<file path="src/rtl/lms_weight_update_if.sv">
// rtl/lms_weight_update_if.sv - weight RAM and sample-history RAM port bundle
interface lms_weight_update_if #(
  parameter int ADDR_W  = 9,
  parameter int W_WIDTH = 59,
  parameter int X_WIDTH = 16
);
  logic        [ADDR_W-1:0]  x_rd_addr;
  logic signed [X_WIDTH-1:0] x_rd_data;
  logic        [ADDR_W-1:0]  w_rd_addr;
  logic signed [W_WIDTH-1:0] w_rd_data;
  logic        [ADDR_W-1:0]  w_wr_addr;
  logic signed [W_WIDTH-1:0] w_wr_data;
  logic                      w_wr_en;

  modport master (
    output x_rd_addr, input x_rd_data,
    output w_rd_addr, input w_rd_data,
    output w_wr_addr, output w_wr_data, output w_wr_en
  );

  modport slave (
    input x_rd_addr, output x_rd_data,
    input w_rd_addr, output w_rd_data,
    input w_wr_addr, input w_wr_data, input w_wr_en
  );
endinterface

</file>
<file path="src/rtl/lms_weight_update.sv">
// rtl/lms_weight_update.sv - LMS coefficient update engine with weight clear sweep
module lms_weight_update #(
  parameter int TAPS    = 512,
  parameter int ADDR_W  = 9,
  parameter int W_WIDTH = 59,
  parameter int X_WIDTH = 16,
  parameter int E_WIDTH = 16,
  parameter int SHIFT   = 15
) (
  input  logic                      clk,
  input  logic                      rst,
  input  logic                      start,
  input  logic                      clear,
  input  logic signed [E_WIDTH-1:0] mu_e,
  lms_weight_update_if.master       ram,
  output logic                      busy,
  output logic                      done
);
  localparam int P_WIDTH = E_WIDTH + X_WIDTH;
  localparam logic [ADDR_W-1:0] LAST = ADDR_W'(TAPS - 1);

  typedef enum logic [1:0] {IDLE, CLEAR, UPDATE} state_t;
  state_t state, state_nxt;

  logic [ADDR_W-1:0]         rd_addr, s1_addr, s2_addr, wr_addr;
  logic                      rd_act, s1_vld, s2_vld, wr_en;
  logic signed [E_WIDTH-1:0] mu_lat;
  logic signed [P_WIDTH-1:0] prod, prod_sh;
  logic signed [W_WIDTH-1:0] w_hold, wr_data, sat;
  logic signed [W_WIDTH:0]   sum;
  logic                      last_wr;

  // Both sweeps end on the cycle that carries the final tap's write.
  assign last_wr = wr_en && (wr_addr == LAST);

  always_ff @(posedge clk or posedge rst) begin
    if (rst) state <= IDLE;
    else     state <= state_nxt;
  end

  always_comb begin
    state_nxt = state;
    case (state)
      IDLE: begin
        if (clear)      state_nxt = CLEAR;
        else if (start) state_nxt = UPDATE;
      end
      CLEAR, UPDATE: begin
        if (last_wr) state_nxt = IDLE;
      end
      default: state_nxt = IDLE;
    endcase
  end

  // One guard bit above the weight catches overflow of the addition.
  always_comb begin
    prod_sh = prod >>> SHIFT;
    sum = {w_hold[W_WIDTH-1], w_hold}
        + {{(W_WIDTH + 1 - P_WIDTH){prod_sh[P_WIDTH-1]}}, prod_sh};
    sat = sum[W_WIDTH-1:0];
    if (sum[W_WIDTH] != sum[W_WIDTH-1])
      sat = {sum[W_WIDTH], {(W_WIDTH-1){~sum[W_WIDTH]}}};
  end

  always_ff @(posedge clk or posedge rst) begin
    if (rst) begin
      rd_addr <= '0;
      rd_act  <= 1'b0;
      s1_addr <= '0;
      s1_vld  <= 1'b0;
      s2_addr <= '0;
      s2_vld  <= 1'b0;
      mu_lat  <= '0;
      prod    <= '0;
      w_hold  <= '0;
      wr_addr <= '0;
      wr_data <= '0;
      wr_en   <= 1'b0;
      done    <= 1'b0;
    end else begin
      done    <= (state != IDLE) && (state_nxt == IDLE);
      s1_vld  <= rd_act;
      s1_addr <= rd_addr;
      s2_vld  <= s1_vld;
      if (s1_vld) begin
        prod    <= P_WIDTH'(mu_lat) * P_WIDTH'(ram.x_rd_data);
        w_hold  <= ram.w_rd_data;
        s2_addr <= s1_addr;
      end
      wr_en <= 1'b0;
      case (state)
        IDLE: begin
          if (clear) begin
            wr_addr <= '0;
            wr_data <= '0;
            wr_en   <= 1'b1;
          end else if (start) begin
            mu_lat  <= mu_e;
            rd_addr <= '0;
            rd_act  <= 1'b1;
          end
        end
        CLEAR: begin
          if (!last_wr) begin
            wr_addr <= wr_addr + ADDR_W'(1);
            wr_en   <= 1'b1;
          end
        end
        UPDATE: begin
          if (rd_act) begin
            if (rd_addr == LAST) rd_act <= 1'b0;
            else                 rd_addr <= rd_addr + ADDR_W'(1);
          end
          if (s2_vld) begin
            wr_addr <= s2_addr;
            wr_data <= sat;
            wr_en   <= 1'b1;
          end
        end
        default: ;
      endcase
    end
  end

  assign ram.x_rd_addr = rd_addr;
  assign ram.w_rd_addr = rd_addr;
  assign ram.w_wr_addr = wr_addr;
  assign ram.w_wr_data = wr_data;
  assign ram.w_wr_en   = wr_en;
  assign busy          = (state != IDLE);
endmodule

</file>
<file path="src/flat_wrapper.sv">
// flat-port wrapper written by rule: the top's interface ports become plain ports
module lms_weight_update_flat 
#(
  parameter int TAPS    = 512,
  parameter int ADDR_W  = 9,
  parameter int W_WIDTH = 59,
  parameter int X_WIDTH = 16,
  parameter int E_WIDTH = 16,
  parameter int SHIFT   = 15
)
  (clk, rst, start, clear, mu_e, busy, done, ram_x_rd_addr, ram_x_rd_data, ram_w_rd_addr, ram_w_rd_data, ram_w_wr_addr, ram_w_wr_data, ram_w_wr_en);
  lms_weight_update_if #(.ADDR_W(ADDR_W), .W_WIDTH(W_WIDTH), .X_WIDTH(X_WIDTH)) ram_i ();
  input  logic clk;
  input  logic rst;
  input  logic start;
  input  logic clear;
  input  logic signed [E_WIDTH-1:0] mu_e;
  output logic busy;
  output logic done;
  output wire logic [$bits(ram_i.x_rd_addr)-1:0] ram_x_rd_addr;
  input wire logic [$bits(ram_i.x_rd_data)-1:0] ram_x_rd_data;
  output wire logic [$bits(ram_i.w_rd_addr)-1:0] ram_w_rd_addr;
  input wire logic [$bits(ram_i.w_rd_data)-1:0] ram_w_rd_data;
  output wire logic [$bits(ram_i.w_wr_addr)-1:0] ram_w_wr_addr;
  output wire logic [$bits(ram_i.w_wr_data)-1:0] ram_w_wr_data;
  output wire logic [$bits(ram_i.w_wr_en)-1:0] ram_w_wr_en;
  assign ram_x_rd_addr = ram_i.x_rd_addr;
  assign ram_i.x_rd_data = ram_x_rd_data;
  assign ram_w_rd_addr = ram_i.w_rd_addr;
  assign ram_i.w_rd_data = ram_w_rd_data;
  assign ram_w_wr_addr = ram_i.w_wr_addr;
  assign ram_w_wr_data = ram_i.w_wr_data;
  assign ram_w_wr_en = ram_i.w_wr_en;
  lms_weight_update #(.TAPS(TAPS), .ADDR_W(ADDR_W), .W_WIDTH(W_WIDTH), .X_WIDTH(X_WIDTH), .E_WIDTH(E_WIDTH), .SHIFT(SHIFT)) u_core (.clk(clk), .rst(rst), .start(start), .clear(clear), .mu_e(mu_e), .ram(ram_i), .busy(busy), .done(done));
endmodule
</file>
<file path="config.mk">
export PLATFORM = sky130hd
export DESIGN_NAME = lms_weight_update_flat
export DESIGN_NICKNAME = d
export VERILOG_FILES = /design/src/rtl/lms_weight_update_if.sv /design/src/rtl/lms_weight_update.sv /design/src/flat_wrapper.sv
export SDC_FILE = /design/constraint.sdc
export NUM_CORES = 1
export LEC_CHECK = 0
export ABC_AREA = 0
export BUFFER_PORTS_ARGS = -buffer_cell sky130_fd_sc_hd__clkbuf_2
export CAP_MARGIN = 30
export CORE_UTILIZATION = 60
export CTS_BUF_LIST = sky130_fd_sc_hd__clkbuf_16
export DETAILED_ROUTE_END_ITERATION = 6
export PLACE_DENSITY = 0.9
export SLEW_MARGIN = 5
export SYNTH_ARGS = -nofsm -noshare
export SYNTH_HDL_FRONTEND = slang
export SYNTH_SLANG_ARGS = --single-unit
</file>
<file path="constraint.sdc">
create_clock -name clk -period 8.7 [get_ports clk]
set_input_delay 1.305 -clock clk [delete_from_list [all_inputs] [get_ports clk]]
set_output_delay 1.305 -clock clk [all_outputs]
set_load 0.03 [all_outputs]
</file>
# == Yosys cells after proc, flatten, opt, wreduce, memory -nomap -nowiden ==
# Cells that the tools add are included.
# op_classes
div_mod_pow,0
n_eq_ne,12
addsub,3
magnitude_cmp,0
n_reduce_logical,13
n_bitwise,2
mux,26
shifts,0
mul,1
# op_table
op,n
two-way mux 59 bit,3
one-hot mux 59 bit (2 select lines),1
two-way mux 9 bit,7
adder 59 x 17 -> 60 bit,1
multiplier 16 x 16 -> 32 bit,1
one-hot mux 9 bit (3 select lines),1
"adder 9 x 1 -> 9 bit, second input constant",2
"== test 9 bit, second input constant",2
one-hot mux 9 bit (2 select lines),1
"inequality test 2 bit, second input constant",5
AND reduction 3 bit,3
two-way mux 1 bit,7
two-way mux 2 bit,3
AND reduction 5 bit,1
zero test 2 bit,2
"inequality test 2 x 1 -> 1 bit, second input constant",2
one-hot mux 2 bit (2 select lines),1
AND reduction 4 bit,1
nonzero test 2 bit,2
one-hot mux 1 bit (3 select lines),1
nonzero test 3 bit,1
"== test 2 x 1 -> 1 bit, second input constant",1
"== test 2 bit, second input constant",1
logical AND 1 bit,2
other kinds (4),5
# word_totals
inputBits,95
wordCells,71
latchBits,0
reg_bits,209
out_inout_bits,89
ramBits,0
memories,0
romBits,0

# == Logic depth before layout (Yosys ltp) ==
# Gate-level depths: netlist (run 1).
# logic_depth
ltp_word,6
ltp_mapped,25
mapped_depth_nobuf,24

# == Worst setup path after synthesis (run 1) ==
# No wires, ideal clock.
# synth_timing
path_kind,input -> register
from,in ram_x_rd_data[1]
to,reg u_core.prod[22]
setup_slack_ns,1.721
arrival_time_ns,6.854
setup_time_ns,0.125
path_buffers,1
required_time_ns,8.575
stages,23
cell_sequence,clkbuf_1 nand2_1 inv_1 fa_1 inv_1 fa_1 inv_1 fa_1 inv_1 fa_1 fa_1 fa_1 inv_1 ha_1 and4_1 a221o_1 a21oi_1 o21ai_1 a211oi_1 o21bai_1 a21oi_1 xnor2_1 mux2_2
# synth_between
elab_chain_len,1
# synth_lines
item,line_no,rtl
"start, declared",flat_wrapper.sv:21,input wire logic [$bits(ram_i.x_rd_data)-1:0] ram_x_rd_data;
multiplier 16 x 16 -> 32 bit,lms_weight_update.sv:86,prod <= P_WIDTH'(mu_lat) * P_WIDTH'(ram.x_rd_data);
"end signal, assigned",lms_weight_update.sv:86,
"end, declared",lms_weight_update.sv:28,"logic signed [P_WIDTH-1:0] prod, prod_sh;"
# No other way between the ends.
# A chain may end at the register's enable or synchronous reset.

# == Final worst setup path (run 1) ==
# layout_timing
from,in ram_x_rd_data[1]
to,reg u_core.prod[26]
# Same word-level chain as after synthesis.

==> flow_summary.ini, run 1 <==
[global_routing]
grt_pass1_vias = 17000
antenna_found_initial = 1
grt_first_pass_wirelength_um = 83700
grt_start_max_net_pins = 125
grt.total_usage_pct = 30.1
gr-total-overflow = 0

[detailed_routing]
wl_per_cell_um = 18.2
routed.top_layer = met4
remaining_drc_errors = 0
vias = 16100
antenna_left = 0
wl_met3_um = 3090
firstDrtPassIters = 5
vias_per_cell = 5.87
route.met2.wl_um = 24700
drt-initial-drc-count = 1218
wirelength_um = 50000
drt-met1-wl_um = 19900

[worst_setup_path]
r2r_cells = 18
rrSetupSlack_ps = 1960
worstPathRequired_ps = 9050
r2r-start = u_core.mu_lat[15]$_DFFE_PP0P_
cp.arrival_ps = 7420
end_kind = flop
critical_path_peak_fanout = 15
path_class = in -> reg
critPathMaxStageDelay_ps = 550
cpMaxStageDelayCell = fa_1
crit_top_cell = fa_1
cp-endpoint = u_core.prod[26]$_DFFE_PP0P_
cp_cell_sequence = clkbuf_2 -> nand2_1 -> inv_1 -> fa_1 -> inv_1 -> fa_1 -> inv_1 -> fa_1 -> inv_1 -> fa_1 -> fa_1 -> fa_1 -> inv_1 -> ha_1 -> and4_1 -> a221o_1 -> a21oi_1 -> o21ai_1 -> a21oi_1 -> o31ai_1 -> a21oi_1 -> xnor2_1 -> mux2_2
crit_path_start_kind = primary input
startpoint = ram_x_rd_data[1]
r2r_end = u_core.prod[26]$_DFFE_PP0P_

[placement]
place_congestion = 0.939
numPortBuffers = 183
dp_hpwl_um = 38200

[synth]
yosysWarningCount = 0
syn-cell-area_um2 = 20400
synth-seq-cells = 194
synth.top_cells.by_area = fa_1 26%, dfrtp_1 24%, ha_1 8.9%
ys.flop_type = dfrtp_1
synth.top_cell.area_share_pct = 25.7
yosys.area.top_type = fa_1
avgSynthCellArea_um2 = 9.48
yosys.cell_count.top_type = inv_1
synthArstFlopShare_pct = 100
yosysSeqAreaShare_pct = 23.8
synth.distinct_cells = 64
syn-num-nets = 2656
ys_top_cells_by_count = 310 x inv_1, 262 x fa_1, 254 x nand2_1
synth_edf_count = 0
synthCells = 2153

[layout]
multiInputGateArea_um2 = 14000
nFillCells = 2527
seq_area_um2 = 4860
area_delta_synth_final_pct = 9.18
layout.nets = 2783
layout-drive-gt1-share_pct = 14.5

[clocking]
clockRootBuffer = clkbuf_16
post_cts_resized = 0
path_clk_slew_ps = 70
cts_buffers = 17
cts_hold_buf = 0
cts_tree = yes
postCtsSetupBuffers = 0
htreeDepth = 4
clockBufferDepth = 2
clkSinkCount = 194
clk_latency_ps = 470

[timing]
fin_skew_ps = 20.3
final.period_utilization_pct = 81.3
setup_viol = 0
worst_pin_slew_ps = 905
hold_viol_final = 0
relSlewSlack_pct = 39.6
fmaxAchievable_mhz = 141
grt_setup_unrepaired = no
setup_tns_ps = 0
drv_slew = 0
fin_crit_ps = 7070

[floorplan]
num_rows = 67
die_h_um = 186
io_pins = 184
core_area_um2 = 33500
fp.dieW_um = 186
initial_core_util_pct = 60.9
die_area_um2 = 34800

[outcome]
status = finished, final reports clean

[flow_run]
maxCapViolCount = 0

[min_path]
hold_class = reg -> reg
## cell families after synthesis
| logic type | count (synthesis) | synth area share, % |
|---|---|---|
| and+or+nand+nor | 612 | 14.0 |
| adders and majority gates | 408 | 34.6 |
| buffers and inverters | 394 | 7.55 |
| AOI/OAI and AO/OA | 354 | 10.6 |
| DFF | 194 | 23.8 |
| muxes | 102 | 5.60 |
| xor gates and xnor gates | 89 | 3.82 |
## per-stage QoR
step           hold WS (ps)  setup slack, ps  cells  utilization [%]  cell area [um^2]
2_1_floorplan           352             1720   2153                -             20400
3_3_place_gp            405             1410   2706             64.4             21600
3_5_place_dp            417             1250   2708             64.5             21600
4_1_cts                 434             1690   2740             66.4             22300
5_1_grt                 441             1330   2742             66.5             22300
6_report                441             1630   2743             66.5             22300
## per-layer routing
layer / GRT usage [%] / up-vias
met3: 5.04 / 173
met5: 0 / -
met2: 50.8 / 679
met4: 15.0 / 0
met1: 37.7 / 8040
li1: - / 7208
## state kept, by name, summed over array words and instances, names as in the netlist
register / flops
u_core.done: 1
u_core.ram.w_wr_en: 1
u_core.state: 2
u_core.ram.w_wr_addr: 9
u_core.w_hold: 59
u_core.s2_vld: 1
u_core.s1_addr: 9
u_core.s2_addr: 9
u_core.s1_vld: 1
u_core.prod: 17
u_core.mu_lat: 16
u_core.ram.w_rd_addr: 9
u_core.ram.w_wr_data: 59
u_core.rd_act: 1
## cell type report
class	count	share of cell area (%)
repair buffers	192	4.68
diodes	2	0.0225
clock inverters	15	0.892
multi-input cells	1565	62.9
well taps	448	2.51
flip-flops and latches	194	21.8
inverters	310	5.25
clock buffers	17	1.91
## how the worst min path moves through the flow
stage                                    to                       from  cells after the start  slack [ps]
floorplan           u_core.s2_vld$_DFF_PP0_    u_core.s1_vld$_DFF_PP0_                      0         350
global placement    u_core.s1_vld$_DFF_PP0_  u_core.rd_act$_DFFE_PP0P_                      0         410
detailed placement  u_core.s1_vld$_DFF_PP0_  u_core.rd_act$_DFFE_PP0P_                      0         420
CTS                 u_core.s1_vld$_DFF_PP0_  u_core.rd_act$_DFFE_PP0P_                      0         430
global route        u_core.s1_vld$_DFF_PP0_  u_core.rd_act$_DFFE_PP0P_                      0         440
finish              u_core.s1_vld$_DFF_PP0_  u_core.rd_act$_DFFE_PP0P_                      0         440
## worst max-delay path, delay by kind of cell
| kind | cells | cell delay [ps] |
|---|---|---|
| xor gates and xnor gates | 1 | 150 |
| buffers and inverters | 6 | 510 |
| and+or+nand+nor | 2 | 460 |
| muxes | 1 | 260 |
| AOI/OAI and AO/OA | 6 | 1370 |
| adders and majority gates | 7 | 3340 |
## cell usage in the layout, fill, tap and decap left out, drive strengths merged, types with 21 or more instances in the layout
cell / count
mux2: 97
o21ai: 121
a21o: 40
clkbuf: 200
xnor2: 60
and2: 129
fa: 262
inv: 313
ha: 146
nand3: 21
a21oi: 92
nand2: 254
xor2: 29
dfrtp: 194
nor2: 125
Power of run 1 is left out: the tool's default activity adds up to more than one toggle a clock period on the data nets, which glitch-free logic cannot reach.
==> run 2: changes to the inputs <==
ABC_AREA = 1   (was 0)
CORE_UTILIZATION = 57   (was 60)
PLACE_DENSITY = 0.89   (was 0.9)
clock period = 5.87 ns   (was 8.7 ns; I/O delays follow)
==> run 2 against run 1 <==
  * Highest routed layer is now met5
  * Cell count rose by 47%
  * Via count rose by 36%
  * Non-clock buffer count rose by 162
  * Clock skew fell by 4.6 ps
  * Core utilization fell by 0.82 points
  * First-iteration DRC count rose by 55%
  * Synthesized cell count rose by 51%
==> flow_summary.ini, run 2 <==
[worst_setup_path]
path_class = reg -> reg
cp.arrival_ps = 6100
crit_path_start_kind = flop
cp_top_family = adder cells
crit_top_cell = fa_1
critPathMaxStageDelay_ps = 560
cpMaxStageDelayCell = fa_1
end_kind = flop
worstPathRequired_ps = 6300
cp_cell_sequence = buf_4 -> buf_4 -> nand2_1 -> inv_1 -> fa_1 -> buf_4 -> fa_1 -> inv_1 -> fa_1 -> fa_1 -> fa_1 -> fa_1 -> inv_1 -> ha_1 -> nand2_1 -> buf_4 -> nor3_1 -> nand4_1 -> nand2_1 -> nand2_1 -> a31oi_1
cp.buffers_inverters = 7
critical_path_peak_fanout = 8

[global_routing]
gr-total-overflow = 0
grt_pass1_vias = 21600
grt.total_usage_pct = 33.2
antenna_found_initial = 2
grt_start_max_net_pins = 106
grt_first_pass_wirelength_um = 107000

[placement]
place_congestion = 1.05
numPortBuffers = 183
dp_hpwl_um = 53300

[synth]
yosys.area_share.simple_pct = 27.4
yosys.area.top_type = fa_1
synthMuxAreaShare_pct = 0.583
ys_top_cells_by_count = 1150 x nand2_1, 635 x inv_1, 262 x fa_1
synthArstFlopShare_pct = 100
avgSynthCellArea_um2 = 7.14
synth_edf_count = 0
synth.top_cells.by_area = fa_1 23%, dfrtp_1 21%, nand2_1 19%
synth.distinct_cells = 42
synth-seq-cells = 194
synthCells = 3245
synth_top_family_by_area = adder cells
syn-cell-area_um2 = 23200
syn-num-nets = 3748
yosysWarningCount = 0
ys.flop_type = dfrtp_1
synthXorXnorAreaFrac_pct = 1.74
yosysSeqAreaShare_pct = 21.0
yosys.cell_count.top_type = nand2_1
synth_fa_ha_area_share_pct = 30.5
synth.top_cell.area_share_pct = 22.6
synth_compound_area_share_pct = 5.91

[min_path]
hold_class = in -> async

[detailed_routing]
antenna_left = 0
wl_per_cell_um = 16.4
vias = 21900
wirelength_um = 66200
vias_per_cell = 5.41
firstDrtPassIters = 5
remaining_drc_errors = 0
drt-initial-drc-count = 1884

[floorplan]
core_area_um2 = 39900
initial_core_util_pct = 58.0
die_area_um2 = 41400
die_h_um = 204
io_pins = 184
fp.dieW_um = 204
num_rows = 73

[layout]
final_common_cell = nand2_1
area_delta_synth_final_pct = 13.2
layout-drive-gt1-share_pct = 12.8
diodes = 0
nFillCells = 3369
most-common-layout-cells = 1146 x nand2_1, 633 x inv_1, 260 x fa_1, 184 x dfrtp_1, 181 x nor2_1
layout.nets = 4004

[timing]
worst_pin_slew_ps = 759
setup_viol = 0
fin_skew_ps = 15.7
final.period_utilization_pct = 96.5
fmaxAchievable_mhz = 176
drv_slew = 0
relSlewSlack_pct = 49.4
fin_crit_ps = 5670
hold_viol_final = 0
setup_tns_ps = 0

[clocking]
clockBufferDepth = 2
clk_latency_ps = 500
path_clk_slew_ps = 90
cts_tree = yes
clkSinkCount = 194
cts_buffers = 17
clockRootBuffer = clkbuf_16
htreeDepth = 4

[flow_run]
maxCapViolCount = 0

[outcome]
status = finished, final reports clean
-- run 2: cell types whose count changed after synthesis, moves of 57 or more --
cell     change
mux2_2      -85
and2_1     -121
nand3_1    +135
nor2_1      +57
inv_1      +325
nand2_1    +896
-- run 2: final cells by class --
| type | count | area [um^2] | area share (%) |
|---|---|---|---|
| Multi-Input combinational cell | 2293 | 15400 | 58.7 |
| Sequential cell | 194 | 4870 | 18.6 |
| Inverter | 641 | 2410 | 9.20 |
| Timing Repair Buffer | 354 | 2310 | 8.82 |
| Tap cell | 525 | 657 | 2.51 |
| Clock buffer | 17 | 425 | 1.62 |
| Clock inverter | 15 | 144 | 0.549 |
-- run 2: worst reg2reg max path: stages (launching register included) --
cell and delay (ps):
dfrtp_2 440, buf_4 170, buf_4 170, nand2_1 70
inv_1 90, fa_1 530, buf_4 180, fa_1 560
inv_1 70, fa_1 460, fa_1 530, fa_1 430
fa_1 490, inv_1 40, ha_1 310, nand2_1 110
buf_4 150, nor3_1 320, nand4_1 210, nand2_1 100
nand2_1 50, a31oi_1 110
-- run 2: logic make-up (layout without fill, tap and decap cells) --
family	count (synthesis)	after routing
AO/OA/AOI/OAI	245	245
XOR/XNOR	46	46
adder cells (fa/ha/maj)	408	408
buffers and inverters	758	1027
flip-flops	194	194
multiplexers	12	12
AND/OR/NAND/NOR	1582	1582
-- run 2: path summary, 6_finish.rpt --
path	to	from	depth (start not counted)	slack [ps]
worst min register to register	u_core.s1_vld$_DFF_PP0_	u_core.rd_act$_DFFE_PP0P_	0	390
worst min-delay path	u_core.w_hold[10]$_DFFE_PP0P_	rst	2	370
worst max register to register	u_core.prod[29]$_DFFE_PP0P_	u_core.mu_lat[15]$_DFFE_PP0P_	21	200
worst max-delay path	u_core.prod[29]$_DFFE_PP0P_	u_core.mu_lat[15]$_DFFE_PP0P_	21	200
min in group clk	u_core.s1_vld$_DFF_PP0_	u_core.rd_act$_DFFE_PP0P_	0	390
max in group asynchronous	u_core.s1_vld$_DFF_PP0_	rst	3	4500
-- run 2: repair_timing --
item	in CTS	in global routing
resized for setup	0	30
setup endpoints to repair	0	17
hold buffers	0	0
buffers inserted	0	6
-- run 2: stage by stage --
step,utilization [%],worst slack (ps),hold WS (ps),cell area (um^2),instances
after detailed placement,63.8,-320,374,25500,3999
after global placement,63.7,-290,357,25400,3997
after floorplan,-,0.923,352,23200,3245
after global routing,65.7,-20.2,385,26200,4039
final,65.7,203,368,26200,4039
after CTS,65.2,77.5,347,26000,4031
-- run 2: layer usage --
layer / part of all wire [%] / global-route usage [%] / routed length [um] / up-vias
met5: 0.044 / 0 / 29 / -
met4: 3.3 / 12.5 / 2160 / 4
met3: 9.3 / 6.58 / 6150 / 166
met2: 46 / 53.7 / 30600 / 997
met1: 41 / 44.0 / 27300 / 10400
li1: - / - / - / 10300
Power of run 2 is left out for the same reason.
